[src/rtl/des_job_arbiter.sv]
`default_nettype none
// ============================================================================
//  Module     : des_job_arbiter
//  Description: Shares one encrypt-only DES core between two requesters
//               (port 0 = ICB side, port 1 = APB side). Round-robin grant,
//               one job in flight, timeout on a missing result, and a
//               post-reset flush window that drains any job the core (which
//               has no reset) may still be working on.
//  Ports      : clk, rst_n (async, active low)
//               reqN_vld/rdy/data/key   - request handshake, N = 0,1
//               rspN_vld/rdy/data/err   - response handshake, N = 0,1
//               core_data/key/vld       - job issue to the core (1-cycle vld)
//               core_result/result_vld  - core result pulse
//               busy                    - high whenever not IDLE
//  Revision   : 1.0  initial release
// ============================================================================
module des_job_arbiter #(
    parameter int DATA_W  = 64,
    parameter int KEY_W   = 64,
    parameter int TIMEOUT = 64
) (
    input  logic              clk,
    input  logic              rst_n,
    input  logic              req0_vld,
    output logic              req0_rdy,
    input  logic [DATA_W-1:0] req0_data,
    input  logic [KEY_W-1:0]  req0_key,
    input  logic              req1_vld,
    output logic              req1_rdy,
    input  logic [DATA_W-1:0] req1_data,
    input  logic [KEY_W-1:0]  req1_key,
    output logic              rsp0_vld,
    input  logic              rsp0_rdy,
    output logic [DATA_W-1:0] rsp0_data,
    output logic              rsp0_err,
    output logic              rsp1_vld,
    input  logic              rsp1_rdy,
    output logic [DATA_W-1:0] rsp1_data,
    output logic              rsp1_err,
    output logic [DATA_W-1:0] core_data,
    output logic [KEY_W-1:0]  core_key,
    output logic              core_vld,
    input  logic [DATA_W-1:0] core_result,
    input  logic              core_result_vld,
    output logic              busy
);

    localparam int c_CNT_W = $clog2(TIMEOUT + 1);
    localparam logic [c_CNT_W-1:0] c_FLUSH_LAST = c_CNT_W'(TIMEOUT - 1);
    // The counter is tested before it increments, so matching TIMEOUT-2 here
    // is the cycle in which it would reach TIMEOUT-1.
    localparam logic [c_CNT_W-1:0] c_WAIT_LAST  = c_CNT_W'(TIMEOUT - 2);
    localparam logic [c_CNT_W-1:0] c_CNT_ONE    = c_CNT_W'(1);

    typedef enum logic [2:0] {
        S_FLUSH = 3'd0,
        S_IDLE  = 3'd1,
        S_ISSUE = 3'd2,
        S_WAIT  = 3'd3,
        S_RESP  = 3'd4
    } state_t;

    state_t              r_state, w_state_nxt;
    logic [c_CNT_W-1:0]  r_cnt, w_cnt_nxt;
    logic                r_owner;
    logic                r_last_grant;
    logic                r_err;
    logic                r_busy;
    logic [DATA_W-1:0]   r_job_data;
    logic [KEY_W-1:0]    r_job_key;
    logic [DATA_W-1:0]   r_rsp_data;

    logic                w_grant;
    logic                w_accept;
    logic                w_owner_rdy;
    logic                w_timeout;

    // Grant selection: a lone requester wins; on a tie the port that was not
    // served last wins.
    always_comb begin
        w_grant = ~r_last_grant;
        if (req0_vld && !req1_vld) begin
            w_grant = 1'b0;
        end else if (!req0_vld && req1_vld) begin
            w_grant = 1'b1;
        end
    end

    assign req0_rdy    = (r_state == S_IDLE) && req0_vld && !w_grant;
    assign req1_rdy    = (r_state == S_IDLE) && req1_vld &&  w_grant;
    assign w_accept    = req0_rdy || req1_rdy;
    assign w_owner_rdy = r_owner ? rsp1_rdy : rsp0_rdy;
    assign w_timeout   = (r_cnt == c_WAIT_LAST);

    always_comb begin
        w_state_nxt = r_state;
        w_cnt_nxt   = r_cnt;
        unique case (r_state)
            S_FLUSH: begin
                if (r_cnt == c_FLUSH_LAST) begin
                    w_state_nxt = S_IDLE;
                    w_cnt_nxt   = '0;
                end else begin
                    w_cnt_nxt   = r_cnt + c_CNT_ONE;
                end
            end
            S_IDLE: begin
                if (w_accept) begin
                    w_state_nxt = S_ISSUE;
                end
            end
            S_ISSUE: begin
                w_state_nxt = S_WAIT;
                w_cnt_nxt   = '0;
            end
            S_WAIT: begin
                // A result arriving on the timeout cycle still wins.
                if (core_result_vld || w_timeout) begin
                    w_state_nxt = S_RESP;
                end else begin
                    w_cnt_nxt   = r_cnt + c_CNT_ONE;
                end
            end
            S_RESP: begin
                if (w_owner_rdy) begin
                    w_state_nxt = S_IDLE;
                end
            end
            default: begin
                w_state_nxt = S_FLUSH;
                w_cnt_nxt   = '0;
            end
        endcase
    end

    always_ff @(posedge clk or negedge rst_n) begin
        if (!rst_n) begin
            r_state      <= S_FLUSH;
            r_cnt        <= '0;
            r_owner      <= 1'b0;
            r_last_grant <= 1'b1;
            r_err        <= 1'b0;
            r_busy       <= 1'b0;
            r_job_data   <= '0;
            r_job_key    <= '0;
            r_rsp_data   <= '0;
        end else begin
            r_state <= w_state_nxt;
            r_cnt   <= w_cnt_nxt;
            // Registered from the next state so busy reads 0 while in reset
            // and tracks the state exactly from the first clock onward.
            r_busy  <= (w_state_nxt != S_IDLE);
            if (w_accept) begin
                r_owner    <= w_grant;
                r_job_data <= w_grant ? req1_data : req0_data;
                r_job_key  <= w_grant ? req1_key  : req0_key;
            end
            if (r_state == S_WAIT) begin
                if (core_result_vld) begin
                    r_rsp_data <= core_result;
                    r_err      <= 1'b0;
                end else if (w_timeout) begin
                    r_rsp_data <= '0;
                    r_err      <= 1'b1;
                end
            end
            if ((r_state == S_RESP) && w_owner_rdy) begin
                r_last_grant <= r_owner;
            end
        end
    end

    assign core_vld  = (r_state == S_ISSUE);
    assign core_data = r_job_data;
    assign core_key  = r_job_key;

    // Response fields are gated so the non-owner port always reads zero.
    assign rsp0_vld  = (r_state == S_RESP) && !r_owner;
    assign rsp1_vld  = (r_state == S_RESP) &&  r_owner;
    assign rsp0_data = rsp0_vld ? r_rsp_data : '0;
    assign rsp1_data = rsp1_vld ? r_rsp_data : '0;
    assign rsp0_err  = rsp0_vld && r_err;
    assign rsp1_err  = rsp1_vld && r_err;

    assign busy = r_busy;

endmodule
`default_nettype wire
[config.mk]
export PLATFORM = sky130hd
export DESIGN_NAME = des_job_arbiter
export DESIGN_NICKNAME = d
export VERILOG_FILES = /design/src/rtl/des_job_arbiter.sv
export SDC_FILE = /design/constraint.sdc
export NUM_CORES = 1
export LEC_CHECK = 0
export CORE_AREA = 2 2 229 231
export DETAILED_ROUTE_END_ITERATION = 8
export DIE_AREA = 0 0 231 233
export DONT_BUFFER_PORTS = 1
export GPL_TIMING_DRIVEN = 0
export PLACE_DENSITY = 0.44
export RECOVER_POWER = 100
export SETUP_SLACK_MARGIN = 0.4
export SYNTH_ARGS = -nofsm -noshare
export SYNTH_HDL_FRONTEND = slang
export SYNTH_SLANG_ARGS = --single-unit
export TNS_END_PERCENT = 30
[constraint.sdc]
create_clock -name clk -period 3.9 [get_ports clk]
set_input_delay 0.39 -clock clk [delete_from_list [all_inputs] [get_ports clk]]
set_output_delay 0.39 -clock clk [all_outputs]
set_load 0.005 [all_outputs]
==> impl_metrics.py, run 1 <==
metrics = {
    "global_route": {
        "antenna_found_initial": 3,
        "grt_first_pass_wirelength_um": 53100,
        "grt_max_degree": 207,
        "grt_pass1_vias": 8066,
        "grt-ovfl-total": 0,
        "grt_usage_pct": 12.9,
    },
    "synthesis": {
        "synth_simple_gate_area_share_pct": 15.3,
        "synth_area_um2": 9960,
        "synth_cells": 958,
        "synth-seq-cells": 206,
        "synth.area.top_cells": "dfrtp_1 (52%), mux2i_1 (13%), and3_1 (8.2%), a21oi_1 (7.0%), a22o_1 (5.6%)",
        "synth_ff_type": "dfrtp_1",
        "synth_fp_nets": 1287,
        "synthMuxAreaShare_pct": 13.4,
        "synth_xor_xnor_area_share_pct": 0,
        "synth_edf_count": 0,
        "synth-adder-area-share_pct": 0.364,
        "synth-compound-area-share_pct": 14.3,
        "synth.top_cell.area_share_pct": 51.5,
        "synth_area_per_cell_um2": 10.4,
        "synth.distinct_cells": 42,
        "synth_top_family_by_area": "simple AND/OR/NAND/NOR gates",
        "synth_area_leader_cell": "dfrtp_1",
        "yosysSeqAreaShare_pct": 51.8,
        "async_flop_share_pct": 100,
        "yosysWarnings": 0,
    },
    "die": {
        "die_area_um2": 53800,
        "die_w_um": 231,
        "start_util_pct": 19.5,
        "coreArea_um2": 51100,
        "rows": 83,
        "ios": 591,
        "die_h_um": 233,
    },
    "timing": {
        "final_max_slew_viol_count": 0,
        "fin_skew_ns": 0.00742,
        "setup_tns_ns": 0,
        "finalCritPeriodShare_pct": 85.2,
        "max_slew.worst_pin.slew_ns": 1.07,
        "hold_ws_ns": -0.433,
        "period_minus_slack_ns": 3.32,
        "setup_viol": 0,
        "fin_ws_ns": 0.578,
        "relSlewSlack_pct": 27.9,
        "finalHoldViolations": 206,
        "grt_setup_unrepaired": "false",
        "max_freq_mhz": 301,
    },
    "power": {
        "share_comb_of_total_power_pct": 30.6,
        "leakage_nw": 5.41,
        "power_switching_mw": 3.53,
        "vdd_drop_max_v": 0.000337,
        "power_frac_clock_pct": 25.1,
        "p_int_mw": 5.65,
        "pwr-share-seq_pct": 44.3,
        "swShare_pct": 38.4,
        "power_mw": 9.18,
        "power_density_nw_per_um2": 753,
    },
    "layout": {
        "multi_input_area_um2": 4290,
        "fillers": 5620,
        "postLayoutCoreUtil_pct": 23.9,
        "syn_to_final_growth_pct": 22.4,
        "mostFrequentLayoutCell": "dfrtp_1",
        "antenna_cells": 0,
        "drive_above_1_share_pct": 7.59,
        "finalNonFillerCells": 1747,
        "postLayoutCellArea_um2": 12200,
        "mostFrequentLayoutCells": "dfrtp_1 (205), a21oi_1 (139), nor2_1 (135)",
        "register_area_um2": 5160,
        "layout.nets": 1379,
    },
    "setup_path": {
        "cp.arrival_ns": 2.93,
        "crit_type": "register to primary output",
        "worst_setup_path_end_kind": "primary output",
        "path_max_fanout": 10,
        "start_kind": "register",
        "required_ns": 3.51,
    },
    "route": {
        "dr.pass1.iters": 5,
        "drtIter0Drc": 486,
        "remaining_drc_errors": 0,
        "num_vias": 8037,
        "viasPerCell": 4.60,
        "wl_um": 37800,
        "drtAntennaViolNets": 0,
        "avgRoutedWirePerCell_um": 21.6,
    },
    "clocking": {
        "post_cts_resized": 0,
        "clk_latency_ns": 0.53,
        "numCtsBuffers": 25,
        "postCtsSetupBuffers": 0,
        "clock_sinks": 206,
        "clk_pin_slew_ns": 0.06,
        "cts.path.max_buffers": 3,
        "hold_buffers": 65,
        "htreeDepth": 1,
        "cts_tree": "yes",
        "cts_root_buffer": "clkbuf_16",
    },
    "placed_design": {
        "dp_cells": 1638,
        "gp_congestion": 0.818,
        "pre_cts_slack_ns": 1.38,
        "portBuffers": 0,
        "dp_hpwl_um": 28800,
        "place_area_um2": 10800,
    },
    "run_status": {
        "failed_checks": "hold timing",
        "status": "complete, but fails checks",
    },
    "worst_hold_path": {
        "min_path_type": "input port to async pin",
    },
    "run": {
        "cap_violations": 0,
    },
}
[power by group through the flow]
stage | sequential, mW | combinational (mW) | clock (mW)
final | 4.07 | 2.81 | 2.30
after global placement | 4.10 | 2.75 | 0
after floorplan | 3.73 | 2.11 | 0
after CTS | 4.07 | 2.89 | 2.38
after detailed placement | 4.09 | 2.83 | 0
after global routing | 4.18 | 3.16 | 2.46
[Yosys cell counts, drive strengths merged, types with 3 or more instances]
master / count
nand2: 4
dfrtp: 205
clkbuf: 39
o21ai: 7
nor2: 135
a21oi: 139
buf: 51
and3: 131
mux2i: 132
o21bai: 6
nor3: 3
inv: 5
a22o: 64
nand3: 8
[cell families after synthesis]
group           Yosys count
flops                   206
buf+inv                  95
mux                     133
fa+ha+maj                 3
compound gates          225
simple gates            296
[registers in the layout (all words and copies together), names as in the netlist]
name / flops
busy: 1
core_data: 64
r_state: 3
core_key: 64
r_rsp_data: 64
r_last_grant: 1
r_err: 1
r_owner: 1
r_cnt: 7
[critical path: stages, from the launching register on]
cell and delay (ns):
dfrtp_1 0.32, clkbuf_1 0.33, nor3b_2 0.51, buf_2 0.38, clkbuf_1 0.49, and3_1 0.37
[area by class of cell]
| type | count | share of cell area [%] |
|---|---|---|
| buffer | 90 | 3.38 |
| inverter | 5 | 0.154 |
| timing repair buffer | 65 | 5.34 |
| multi-input combinational | 657 | 35.2 |
| tap | 680 | 6.98 |
| clock inverter | 8 | 0.575 |
| clock buffer | 36 | 6.05 |
| sequential | 206 | 42.3 |
[path summary, 6_finish.rpt]
check                                                 from                    endpoint  slack, ns  depth (start not counted)
worst max-delay path                  r_state[2]$_DFF_PN0_               rsp1_data[22]       0.58                          5
worst min-delay path                                 rst_n   r_rsp_data[9]$_DFFE_PN0P_      -0.43                          0
worst max register to register        r_state[2]$_DFF_PN0_   core_data[10]$_DFFE_PN0P_       0.71                          6
worst min register to register  r_rsp_data[22]$_DFFE_PN0P_  r_rsp_data[22]$_DFFE_PN0P_       0.51                          1
max in group asynchronous                            rst_n        r_cnt[6]$_DFFE_PN0P_       3.47                          0
min in group clk                             req1_data[40]   core_data[40]$_DFFE_PN0P_       0.08                          2
[routing by layer]
layer | part of all wire (%) | vias up | track usage [%]
li1 | - | 3600 | -
met1 | 43 | 4030 | 17.4
met2 | 48 | 353 | 21.2
met3 | 6.5 | 50 | 2.57
met4 | 1.9 | 4 | 3.55
met5 | 0.071 | - | 0
Note: power is estimated with default switching activity, not from simulation.
==> run 2, diff against run 1 <==
--- a/config.mk
+++ b/config.mk
@@ -6,13 +6,13 @@
 export NUM_CORES = 1
 export LEC_CHECK = 0
 export CORE_AREA = 2 2 229 231
+export CTS_CLUSTER_DIAMETER = 150
 export DETAILED_ROUTE_END_ITERATION = 8
 export DIE_AREA = 0 0 231 233
 export DONT_BUFFER_PORTS = 1
 export GPL_TIMING_DRIVEN = 0
 export PLACE_DENSITY = 0.44
 export RECOVER_POWER = 100
-export SETUP_SLACK_MARGIN = 0.4
 export SYNTH_ARGS = -nofsm -noshare
 export SYNTH_HDL_FRONTEND = slang
 export SYNTH_SLANG_ARGS = --single-unit
==> results of run 2 <==
Final layout, timing and power as in run 1 (identical DEF).
==> run 3, diff against run 2 <==
--- a/config.mk
+++ b/config.mk
@@ -10,7 +10,6 @@
 export DETAILED_ROUTE_END_ITERATION = 8
 export DIE_AREA = 0 0 231 233
 export DONT_BUFFER_PORTS = 1
-export GPL_TIMING_DRIVEN = 0
 export PLACE_DENSITY = 0.44
 export RECOVER_POWER = 100
 export SYNTH_ARGS = -nofsm -noshare
==> run 3 against run 2 <==
Compared with the run above: the flow finishes with violations (hold timing, capacitance limit, slew limit); hold slack got worse by 0.013 ns; cell area decreased by 2.4%; flip-flop and latch count unchanged; final cell count decreased by 4.5%; combinational power decreased by 16%; power decreased by 4.3%; critical path depth decreased by 2; die area unchanged; global-route usage decreased by 2.9 points; sequential share of layout area increased by 1.0 points; worst setup slack improved by 0.14 ns; wire length decreased by 21%; largest cell class unchanged; highest routed layer unchanged.
==> impl_metrics.py, run 3 (synthesis gave the netlist of run 1 again) <==
metrics = {
    "run_status": {
        "status": "complete, but fails checks",
        "failed_checks": "hold timing, capacitance limit, slew limit",
    },
    "timing": {
        "fin_skew_ns": 0.0106,
        "grt_setup_unrepaired": "false",
        "final_max_slew_viol_count": 149,
        "relSlewSlack_pct": -12.7,
        "max_slew.worst_pin.slew_ns": 1.69,
        "period_minus_slack_ns": 3.19,
        "setup_viol": 0,
        "finalCritPeriodShare_pct": 81.7,
        "finalHoldViolations": 206,
        "setup_tns_ns": 0,
        "hold_ws_ns": -0.447,
        "max_freq_mhz": 314,
    },
    "clocking": {
        "cts_root_buffer": "clkbuf_16",
        "hold_buffers": 65,
        "clk_latency_ns": 0.54,
        "cts_tree": "yes",
        "htreeDepth": 1,
        "clock_sinks": 206,
        "numCtsBuffers": 25,
        "postCtsSetupBuffers": 0,
        "cts.path.max_buffers": 3,
        "post_cts_resized": 0,
        "clk_pin_slew_ns": 0.06,
    },
    "die": {
        "die_w_um": 231,
        "die_h_um": 233,
        "die_area_um2": 53800,
        "ios": 591,
        "start_util_pct": 19.5,
        "rows": 83,
        "coreArea_um2": 51100,
    },
    "global_route": {
        "grt_pass1_vias": 7032,
        "antenna_found_initial": 1,
        "grt_first_pass_wirelength_um": 42200,
        "grt-ovfl-total": 0,
        "grt_usage_pct": 10.0,
        "grt_max_degree": 207,
    },
    "route": {
        "num_vias": 7380,
        "remaining_drc_errors": 0,
        "drtIter0Drc": 314,
        "dr.pass1.iters": 6,
        "avgRoutedWirePerCell_um": 18.0,
        "viasPerCell": 4.42,
        "wl_um": 30000,
        "drtAntennaViolNets": 0,
    },
    "setup_path": {
        "slowest_delay_ns": 1.45,
        "crit_type": "register to primary output",
        "start_kind": "register",
        "path_max_fanout": 70,
        "crit_family": "flip-flops",
        "critPathBufInv": 2,
        "cp.arrival_ns": 2.80,
        "cpMaxStageDelayCell": "dfrtp_1",
        "worst_setup_path_end_kind": "primary output",
        "crit_chain": "inv_1 -> buf_4 -> nor3_1",
        "required_ns": 3.51,
    },
    "layout": {
        "antenna_cells": 0,
        "drive_above_1_share_pct": 5.57,
        "fillers": 5547,
        "syn_to_final_growth_pct": 19.5,
        "mostFrequentLayoutCells": "dfrtp_1 (205), a21oi_1 (139), nor2_1 (135)",
        "layout.nets": 1299,
        "mostFrequentLayoutCell": "dfrtp_1",
    },
    "placed_design": {
        "dp_hpwl_um": 21700,
        "gp_congestion": 0.747,
        "portBuffers": 0,
    },
    "power": {
        "power_mw": 8.78,
        "power_density_nw_per_um2": 738,
        "share_comb_of_total_power_pct": 26.8,
        "power_switching_mw": 3.21,
        "p_int_mw": 5.57,
        "vdd_drop_max_v": 0.000316,
        "pwr-share-seq_pct": 47.5,
        "power_frac_clock_pct": 25.8,
        "leakage_nw": 5.23,
        "swShare_pct": 36.6,
    },
    "run": {
        "cap_violations": 2,
    },
    "worst_hold_path": {
        "min_path_type": "input port to async pin",
    },
}
[run 3: power groups by stage]
| stage | registers [mW] | logic (mW) | clock network [mW] |
|---|---|---|---|
| floorplan | 3.73 | 2.11 | 0 |
| global placement | 4.24 | 2.26 | 0 |
| detailed placement | 4.22 | 2.36 | 0 |
| CTS | 4.21 | 2.41 | 2.38 |
| global route | 4.31 | 2.67 | 2.47 |
| finish | 4.17 | 2.35 | 2.26 |
[run 3: worst register-to-register path, cell delays in order, from the launching register on]
cell      delay [ns]
dfrtp_1         0.57
nand2b_1        0.27
nor3_4          0.21
clkbuf_2        1.12
clkbuf_1        0.61
nor2_1          0.08
a21oi_1         0.12
[run 3: worst paths after layout]
kind,from,to,slack (ns),cells past startpoint
setup reg to reg,r_state[0]$_DFF_PN0_,core_data[39]$_DFFE_PN0P_,0.83,6
setup / recovery,r_owner$_DFFE_PN0P_,rsp1_err,0.71,3
max in group asynchronous,rst_n,core_data[33]$_DFFE_PN0P_,3.63,0
hold / removal,rst_n,r_rsp_data[13]$_DFFE_PN0P_,-0.45,0
hold reg to reg,r_rsp_data[33]$_DFFE_PN0P_,r_rsp_data[33]$_DFFE_PN0P_,0.52,1
min in group clk,rsp0_rdy,r_last_grant$_DFFE_PN1P_,0.07,3
[run 3: routing by layer]
layer	vias up	wire [um]	track usage [%]
met3	40	2110	2.54
met4	2	772	3.13
met5	-	13	0
li1	3446	-	-
met1	3585	11700	12.2
met2	307	15400	17.3
[run 3: area by class of cell]
cell class	count	area [um^2]	share of cell area [%]
inverters	5	18.8	0.158
repair buffers	75	767	6.45
clock inverters	8	76.3	0.641
well taps	680	851	7.15
multi-input cells	657	4300	36.1
flip-flops and latches	206	5160	43.3
clock buffers	37	731	6.14
[run 3: per-stage QoR]
step / utilization (%) / std cells / cell area (um^2) / hold slack (ns) / setup slack, ns
after floorplan: - / 958 / 9960 / 0.0944 / 2.20
after global placement: 20.5 / 1558 / 10500 / 0.101 / 1.70
after detailed placement: 20.5 / 1558 / 10500 / 0.0996 / 1.67
after CTS: 23.4 / 1668 / 12000 / -0.506 / 1.05
after global routing: 23.3 / 1668 / 11900 / -0.488 / 0.420
final: 23.3 / 1668 / 11900 / -0.447 / 0.714
